===== src/rtl/huffman_pkg.sv =====
// Shared types for the huffman frame sequencer: FSM states, error codes and
// the packed {S6,...,S1} symbol-vector layout used by the core interface.
package huffman_pkg;

  localparam int NSYM  = 6;
  localparam int SYM_W = 8;
  localparam int VEC_W = NSYM * SYM_W;

  typedef logic [VEC_W-1:0] sym_vec_t;

  typedef enum logic [2:0] {
    ST_IDLE   = 3'd0,
    ST_CRST   = 3'd1,
    ST_REQ    = 3'd2,
    ST_STREAM = 3'd3,
    ST_DRAIN  = 3'd4,
    ST_W_CNT  = 3'd5,
    ST_W_CODE = 3'd6,
    ST_FIN    = 3'd7
  } state_e;

  typedef enum logic [1:0] {
    ERR_OK       = 2'd0,
    ERR_BADLEN   = 2'd1,
    ERR_TIMEOUT  = 2'd2,
    ERR_GNT_LOST = 2'd3
  } err_e;

  // Symbol numbers are 1-based; symbol 1 sits in the least significant byte.
  function automatic logic [SYM_W-1:0] sym_field(input sym_vec_t v, input int unsigned sym);
    return v[(sym-1)*SYM_W +: SYM_W];
  endfunction

endpackage


===== src/rtl/hfc_timeout_timer.sv =====
// Saturating wait timer; expire is asserted while the count equals TIMEOUT-1,
// so a wait that starts with a clear times out after exactly TIMEOUT cycles.
module hfc_timeout_timer #(
  parameter int TIMEOUT = 1024
) (
  input  logic clk,
  input  logic reset,
  input  logic clear,
  input  logic enable,
  output logic expire
);

  localparam int TW = $clog2(TIMEOUT) + 1;
  localparam logic [TW-1:0] LAST = TW'(TIMEOUT - 1);

  logic [TW-1:0] count_q;

  // Count enabled cycles, clear wins, hold at all-ones.
  always_ff @(posedge clk or posedge reset) begin
    if (reset) begin
      count_q <= {TW{1'b0}};
    end else if (clear) begin
      count_q <= {TW{1'b0}};
    end else if (enable && (count_q != {TW{1'b1}})) begin
      count_q <= count_q + {{(TW-1){1'b0}}, 1'b1};
    end
  end

  assign expire = (count_q == LAST);

endmodule


===== src/rtl/huffman_frame_ctrl.sv =====
// Frame sequencer for the 6-symbol huffman core: resets the core, streams one
// frame from image memory as an unbroken burst and latches the core results.
module huffman_frame_ctrl
  import huffman_pkg::*;
#(
  parameter int ADDR_W  = 10,
  parameter int MAX_LEN = 255,
  parameter int TIMEOUT = 1024
) (
  input  logic              clk,
  input  logic              reset,
  input  logic              start,
  input  logic [ADDR_W-1:0] frame_base,
  input  logic [7:0]        frame_len,
  output logic              busy,
  output logic              done,
  output logic [1:0]        err,
  output logic              mem_req,
  output logic              mem_lock,
  input  logic              mem_gnt,
  output logic              mem_rd_en,
  output logic [ADDR_W-1:0] mem_addr,
  input  logic [7:0]        mem_rdata,
  output logic              core_rst,
  output logic              gray_valid,
  output logic [7:0]        gray_data,
  input  logic [VEC_W-1:0]  cnt_in,
  input  logic              cnt_valid,
  input  logic [VEC_W-1:0]  hc_in,
  input  logic [VEC_W-1:0]  m_in,
  input  logic              code_valid,
  output logic [VEC_W-1:0]  res_cnt,
  output logic [VEC_W-1:0]  res_hc,
  output logic [VEC_W-1:0]  res_m,
  output logic              res_valid,
  output logic [15:0]       frame_cnt
);

  state_e            state_q;
  err_e              err_q;
  logic [ADDR_W-1:0] base_q, mem_addr_q;
  logic [7:0]        len_q, rd_cnt_q, gray_data_q;
  logic              crst_cnt_q, rd_pend_q;
  logic              busy_q, done_q, mem_req_q, mem_lock_q, mem_rd_en_q;
  logic              core_rst_q, gray_valid_q, res_valid_q;
  logic [VEC_W-1:0]  res_cnt_q, res_hc_q, res_m_q;
  logic [15:0]       frame_cnt_q;

  logic tmr_clear_s, tmr_en_s, tmr_expire_s, bad_len_s;

  assign bad_len_s   = (frame_len == 8'd0) || ({1'b0, frame_len} > 9'(MAX_LEN));
  // DRAIN precedes W_CNT and a cnt_valid hand-off precedes W_CODE: both waits start at zero.
  assign tmr_clear_s = (state_q == ST_DRAIN) || ((state_q == ST_W_CNT) && cnt_valid);
  assign tmr_en_s    = (state_q == ST_W_CNT) || (state_q == ST_W_CODE);

  hfc_timeout_timer #(.TIMEOUT(TIMEOUT)) u_timer (
    .clk    (clk),
    .reset  (reset),
    .clear  (tmr_clear_s),
    .enable (tmr_en_s),
    .expire (tmr_expire_s)
  );

  // Frame sequencer with registered bus, core and result outputs.
  always_ff @(posedge clk or posedge reset) begin
    if (reset) begin
      state_q      <= ST_IDLE;
      err_q        <= ERR_OK;
      base_q       <= {ADDR_W{1'b0}};
      mem_addr_q   <= {ADDR_W{1'b0}};
      len_q        <= 8'd0;
      rd_cnt_q     <= 8'd0;
      gray_data_q  <= 8'd0;
      crst_cnt_q   <= 1'b0;
      rd_pend_q    <= 1'b0;
      busy_q       <= 1'b0;
      done_q       <= 1'b0;
      mem_req_q    <= 1'b0;
      mem_lock_q   <= 1'b0;
      mem_rd_en_q  <= 1'b0;
      core_rst_q   <= 1'b0;
      gray_valid_q <= 1'b0;
      res_valid_q  <= 1'b0;
      res_cnt_q    <= {VEC_W{1'b0}};
      res_hc_q     <= {VEC_W{1'b0}};
      res_m_q      <= {VEC_W{1'b0}};
      frame_cnt_q  <= 16'd0;
    end else begin
      done_q       <= 1'b0;
      rd_pend_q    <= mem_rd_en_q;
      gray_valid_q <= rd_pend_q;
      if (rd_pend_q) begin
        gray_data_q <= mem_rdata;
      end
      case (state_q)
        ST_IDLE: begin
          if (start) begin
            base_q      <= frame_base;
            len_q       <= frame_len;
            res_valid_q <= 1'b0;
            busy_q      <= 1'b1;
            if (bad_len_s) begin
              err_q   <= ERR_BADLEN;
              done_q  <= 1'b1;
              state_q <= ST_FIN;
            end else begin
              err_q      <= ERR_OK;
              core_rst_q <= 1'b1;
              crst_cnt_q <= 1'b0;
              state_q    <= ST_CRST;
            end
          end
        end
        ST_CRST: begin
          if (crst_cnt_q) begin
            core_rst_q <= 1'b0;
            mem_req_q  <= 1'b1;
            state_q    <= ST_REQ;
          end else begin
            crst_cnt_q <= 1'b1;
          end
        end
        ST_REQ: begin
          if (mem_gnt) begin
            mem_lock_q  <= 1'b1;
            mem_rd_en_q <= 1'b1;
            mem_addr_q  <= base_q;
            rd_cnt_q    <= 8'd1;
            state_q     <= ST_STREAM;
          end
        end
        ST_STREAM: begin
          if (mem_lock_q && !mem_gnt) begin
            // Lost the bus: squash the in-flight read so the core sees no partial pixel.
            mem_req_q    <= 1'b0;
            mem_lock_q   <= 1'b0;
            mem_rd_en_q  <= 1'b0;
            rd_pend_q    <= 1'b0;
            gray_valid_q <= 1'b0;
            err_q        <= ERR_GNT_LOST;
            done_q       <= 1'b1;
            state_q      <= ST_FIN;
          end else if (rd_cnt_q == len_q) begin
            mem_req_q   <= 1'b0;
            mem_lock_q  <= 1'b0;
            mem_rd_en_q <= 1'b0;
            state_q     <= ST_DRAIN;
          end else begin
            mem_addr_q <= mem_addr_q + {{(ADDR_W-1){1'b0}}, 1'b1};
            rd_cnt_q   <= rd_cnt_q + 8'd1;
          end
        end
        ST_DRAIN: begin
          if (!rd_pend_q) begin
            state_q <= ST_W_CNT;
          end
        end
        ST_W_CNT: begin
          if (cnt_valid) begin
            res_cnt_q <= cnt_in;
            if (code_valid) begin
              res_hc_q    <= hc_in;
              res_m_q     <= m_in;
              res_valid_q <= 1'b1;
              frame_cnt_q <= frame_cnt_q + 16'd1;
              done_q      <= 1'b1;
              state_q     <= ST_FIN;
            end else begin
              state_q <= ST_W_CODE;
            end
          end else if (tmr_expire_s) begin
            err_q   <= ERR_TIMEOUT;
            done_q  <= 1'b1;
            state_q <= ST_FIN;
          end
        end
        ST_W_CODE: begin
          if (code_valid) begin
            res_hc_q    <= hc_in;
            res_m_q     <= m_in;
            res_valid_q <= 1'b1;
            frame_cnt_q <= frame_cnt_q + 16'd1;
            done_q      <= 1'b1;
            state_q     <= ST_FIN;
          end else if (tmr_expire_s) begin
            err_q   <= ERR_TIMEOUT;
            done_q  <= 1'b1;
            state_q <= ST_FIN;
          end
        end
        ST_FIN: begin
          busy_q  <= 1'b0;
          state_q <= ST_IDLE;
        end
        default: begin
          state_q <= ST_IDLE;
        end
      endcase
    end
  end

  // The core must see reset for as long as the controller itself is in reset.
  assign core_rst   = core_rst_q | reset;
  assign busy       = busy_q;
  assign done       = done_q;
  assign err        = err_q;
  assign mem_req    = mem_req_q;
  assign mem_lock   = mem_lock_q;
  assign mem_rd_en  = mem_rd_en_q;
  assign mem_addr   = mem_addr_q;
  assign gray_valid = gray_valid_q;
  assign gray_data  = gray_data_q;
  assign res_cnt    = res_cnt_q;
  assign res_hc     = res_hc_q;
  assign res_m      = res_m_q;
  assign res_valid  = res_valid_q;
  assign frame_cnt  = frame_cnt_q;

endmodule

===== config.mk =====
export PLATFORM = sky130hd
export DESIGN_NAME = huffman_frame_ctrl
export DESIGN_NICKNAME = d
export VERILOG_FILES = /design/src/rtl/huffman_pkg.sv /design/src/rtl/hfc_timeout_timer.sv /design/src/rtl/huffman_frame_ctrl.sv
export SDC_FILE = /design/constraint.sdc
export NUM_CORES = 1
export LEC_CHECK = 0
export ABC_AREA = 0
export ABC_CLOCK_PERIOD_IN_PS = 13490
export CAP_MARGIN = 20
export CORE_UTILIZATION = 45
export CTS_CLUSTER_DIAMETER = 60
export CTS_CLUSTER_SIZE = 40
export DETAILED_ROUTE_END_ITERATION = 16
export PLACE_DENSITY = 0.81
export SETUP_SLACK_MARGIN = 0.1
export SKIP_LAST_GASP = 1
export SYNTH_ARGS = -nofsm -noshare
export SYNTH_HDL_FRONTEND = slang
export SYNTH_SLANG_ARGS = --single-unit

===== constraint.sdc =====
create_clock -name clk -period 13.49 [get_ports clk]
set_input_delay 2.698 -clock clk [delete_from_list [all_inputs] [get_ports clk]]
set_output_delay 2.698 -clock clk [all_outputs]
set_load 0.02 [all_outputs]

# Yosys cells after proc, flatten, opt, wreduce, memory -nomap -nowiden
# Cells that the tools add are included.
# totals
elab_cells,145
regBits,229
in_bits,176
out_inout_bits,188
# classes
n_mux,69
n_addsub,4
n_eq_ne,22
reduce_logical,28
bitwise_logic,1
# op_table
op,count
$mux W48,4
$pmux W48 S2,2
$mux W16,2
$pmux W16 S2,1
$mux W10,3
$mux W3,10
$mux W1,26
$mux W8,3
$pmux W3 S8,1
$mux W11,2
$ne A2 B2 Y1 const B,11
$pmux W10 S2,1
$add A16 B1 Y16 const B,1
$pmux W8 S2,1
$eq A3 B3 Y1 const B,4
$reduce_and A3 Y1,4
$reduce_bool A2 Y1,6
$add A11 B1 Y11 const B,1
$eq A11 B10 Y1 const B,1
$ne A11 B11 Y1 const B,1
$add A10 B1 Y10 const B,1
$mux W2,5
$pmux W1 S2,5
$reduce_and A5 Y1,2
other kinds (18),26

# Longest topological paths before layout
# logic_depth
word_depth,5
mapped_depth,8
depth_no_buf,6

# Cells and area by module
# From an unflattened synthesis, not the netlist that was laid out.
# unflattened
hier_cells,750
hier_area_um2,9567.9
# modules_own_cells
module,area_per_inst_um2,cells_each,instances,seq_area_each_um2
huffman_frame_ctrl,8979.9,686,1,5455.2
hfc_timeout_timer,588.1,64,1,275.3

# Worst setup path after synthesis
# No wires, ideal clock.
# synth_timing
path_kind,in2out
from,input reset
to,output core_rst
arrival_ns,3.035
path_stages,1
slack_ns,7.757
n_path_buf,0
path_cell_list,or2_2
# synth_between
elab_chain_len,1
# synth_rtl
item,line_no,source
"start, declared",huffman_frame_ctrl.sv:11,"input logic reset,"
$or A1 B1 Y1,huffman_frame_ctrl.sv:203,assign core_rst = core_rst_q | reset;
"end, declared",huffman_frame_ctrl.sv:24,"output logic core_rst,"
# No other way between the ends.

# Worst setup path after layout
# Ends and elaborated chain as after synthesis.

==> results summary <==
The flow ran to the end, and the final reports show no timing, DRC or antenna violations. The hold buffer count at cts is 0. At the end of routability-driven placement, the weighted congestion stood at 0.825. Synthesis produced a netlist with a net count of 893. The power per cell area is 241 nW/um^2.

The actual slew at the worst max-slew pin is 1.02 ns. The async set-or-reset flop fraction in the synthesized netlist came out at 100%. Dividing the synthesized area by the synthesized cell count gives 13.6 sq um.

For this run, the register share of the synthesized area comes to 58.9%. The number of optimization iterations in the first detailed-route pass is 6. In this run the cell area measured after placement is 13600 sq um. The die covers 22200 sq um.

With fillers left out, the area of the finished cells amounts to 14300 sq um. For this run, design rule violations remaining after detail routing come to 0. The number of nets in the finished design is 1250.

Among all flip-flop cells after synthesis, the most frequent one is sky130_fd_sc_hd__dfrtp_1. Sequential cells account for 35.5% of the total power. The post-detailed-route wirelength per cell came out at 19.6 um.

After clock tree synthesis, the repair step resized 0 gates. The time the final worst path needs with I/O delays and setup is 6.76 ns. The largest net degree at the start of global routing came out at 81. The library cell used most frequently in the layout, excluding fill and tap cells, is sky130_fd_sc_hd__clkdlybuf4s50_1. The synthesis-to-finish area growth is 46.6%. The first global-routing pass estimated 40600 um of wire. The library cells used most frequently in the layout, excluding fill and tap cells, are 363 x sky130_fd_sc_hd__clkdlybuf4s50_1, 229 x sky130_fd_sc_hd__dfrtp_1, 162 x sky130_fd_sc_hd__mux2_2. Dividing the detail-routed via count by the number of cells gives 5.23.

The post-CTS setup buffer count is 0. The number of setup violations in the final report is 0. After synthesis the cells add up to 9730 sq um.

The placeable core area is 21100 sq um. The data arrival time of the worst path came out at 4.06 ns. The switching power share of the total came out at 38.0%. The share of total power dissipated in the clock network is 17.3%. IR analysis of the VDD net gives a maximum drop of 0.149 mV.

The via count of the routed design came out at 7106. The maximum fanout encountered on the critical timing path is 2. Setup repair after global routing left no endpoint under its margin.

The initial utilization of the core area, before any placement, comes to 46.1%. In the synthesized netlist, the number of instances is 713. The critical path class is in -> out. The number of violations reported at the end of detailed-routing iteration 0 is 254. The number of antenna diodes in the final layout is 0. The clock latency on the worst-skew pair is 0.52 ns. The worst setup path is launched from an input pin.

The remaining global-route overflow came out at 0. The number of clock sinks came out at 229. The ratio of cells with drive above 1 in the final layout came out at 21.2%. The CTS tree is done.

The class of the worst hold path is reg -> reg. The root buffer cell chosen for the clock tree is sky130_fd_sc_hd__clkbuf_16. The total power consumption of the routed design is 3.43 mW. The number of inserted filler cells in the final layout came out at 1521. Counting flops and latches in the post-synthesis netlist gives 229. The number of buffers created by CTS is 19. The relative slew slack is 32.0%.

The critical path capture point type is a primary output. The combined global-route utilization of all metal layers came out at 23.7%. The combinational share of power came out at 47.2%. The total internal power came out at 2.13 mW. Across the routed clock network, the largest skew measured is 0.0232 ns. The initial antenna violation count came out at 0. The top-level port count came out at 364.

The H-tree level count came out at 1. The number of synthesis warnings came out at 0. The maximum clock insertion buffer count came out at 3.

The maximum clock frequency is 0.148 GHz. The via count of the first global-routing pass is 7263. The row count came out at 53. The max-slew violation count is 0. The vertical die dimension is 149 um. The switching power is 1.30 mW. In the final timing run, aggregate negative setup slack is 0 ns. The final antenna-violating net count came out at 0. The max-cap check violation count is 0. The final layout contains routed wiring with a total length of 26600 um. The count of flip-flops with a built-in enable after synthesis came out at 0. The number of failing hold endpoints at the final stage was 0. The clock slew seen by the registers of the worst setup and hold paths is 0.08 ns. The leakage power figure came out at 5.90 nW. The required time at the worst-slack endpoint came out at 10.79 ns. Detailed placement ended at an HPWL of 19800 um.

The number of library cell types mapped by synthesis came out at 68. The count of input and output buffers is 363. The share of the clock period used by the worst path is 50.1%. The die extent in x came out at 149 um.
## cells by family (layout without fill, tap and decap cells)
logic type	count (synthesis)	in the layout	share of synthesized area, %
muxes	175	175	20.2
buffers and inverters	43	413	2.62
xor gates and xnor gates	35	35	3.23
adders and majority gates	4	4	0.514
AOI/OAI and AO/OA	78	78	5.71
and+or+nand+nor	149	149	8.85
DFF	229	229	58.9
## area by class of cell
| cell class | count | area (sq um) | area share [%] |
|---|---|---|---|
| clock buffers | 21 | 493 | 3.46 |
| repair buffers | 370 | 3710 | 26.0 |
| inverters | 9 | 41.3 | 0.289 |
| flip-flops and latches | 229 | 5730 | 40.2 |
| clock inverters | 13 | 186 | 1.31 |
| well taps | 275 | 344 | 2.41 |
| multi-input cells | 441 | 3760 | 26.4 |
## critical path, stage by stage
cell	delay, ns
sky130_fd_sc_hd__clkdlybuf4s50_1	0.50
sky130_fd_sc_hd__or2_2	0.33
sky130_fd_sc_hd__clkdlybuf4s50_1	0.54
## path summary, 6_finish.rpt
kind / start / end / slack, ns / cells after the start
min in group asynchronous: reset / len_q[5]$_DFFE_PP0P_ / 2.68 / 2
worst max-delay path: reset / core_rst / 6.73 / 3
worst min-delay path: frame_cnt[5]$_DFFE_PP0P_ / frame_cnt[5]$_DFFE_PP0P_ / 0.50 / 1
max in group asynchronous: reset / res_m[2]$_DFFE_PP0P_ / 8.87 / 5
worst min register to register: frame_cnt[5]$_DFFE_PP0P_ / frame_cnt[5]$_DFFE_PP0P_ / 0.50 / 1
worst max register to register: state_q[0]$_DFFE_PP0P_ / res_m[11]$_DFFE_PP0P_ / 10.57 / 5
## power by group through the flow
| stage | registers (mW) | clock network (mW) | logic (mW) |
|---|---|---|---|
| after floorplan | 1.49 | 0 | 0.599 |
| final | 1.22 | 0.593 | 1.62 |
| after global placement | 1.21 | 0 | 1.60 |
| after CTS | 1.22 | 0.609 | 1.63 |
| after global routing | 1.26 | 0.631 | 1.72 |
| after detailed placement | 1.23 | 0 | 1.62 |
## stage by stage
step	setup slack, ns	util (%)	hold WS [ns]	std cells
floorplan	4.52	-	0.456	713
global placement	6.72	64.3	0.466	1323
detailed placement	6.73	64.3	0.481	1323
CTS	6.72	67.5	0.502	1357
global route	6.71	67.6	0.515	1358
finish	6.73	67.6	0.497	1358
## flip-flops by register name, indices dropped and copies added, names as in the netlist, 2 cells and up
register and cells:
res_m 48, res_cnt 48, gray_data 8, rd_cnt_q 8
state_q 3, len_q 8, res_hc 48, u_timer.count_q 11
mem_addr 10, frame_cnt 16, err 2, base_q 10
## Yosys cell counts, drive strengths merged (7+ instances only)
cell type | n | area share (%)
dfrtp | 229 | 59
mux2 | 171 | 20
nor2 | 35 | 1.4
buf | 30 | 2.1
xnor2 | 29 | 2.7
nand2 | 25 | 0.99
a21oi | 19 | 0.98
o21ai | 17 | 0.95
nand3 | 15 | 0.77
nor3 | 12 | 0.62
and3 | 10 | 0.66
inv | 9 | 0.35
nand4 | 9 | 0.80
nor2b | 8 | 0.62
o22ai | 7 | 0.45
## per-layer routing
layer / track usage [%] / vias up / wire length, um
met2: 40.2 / 277 / 13200
li1: - / 3278 / -
met3: 6.85 / 47 / 2260
met5: 0 / - / 0
met1: 29.3 / 3504 / 10400
met4: 6.99 / 0 / 722
(Power assumes the default switching activity.)
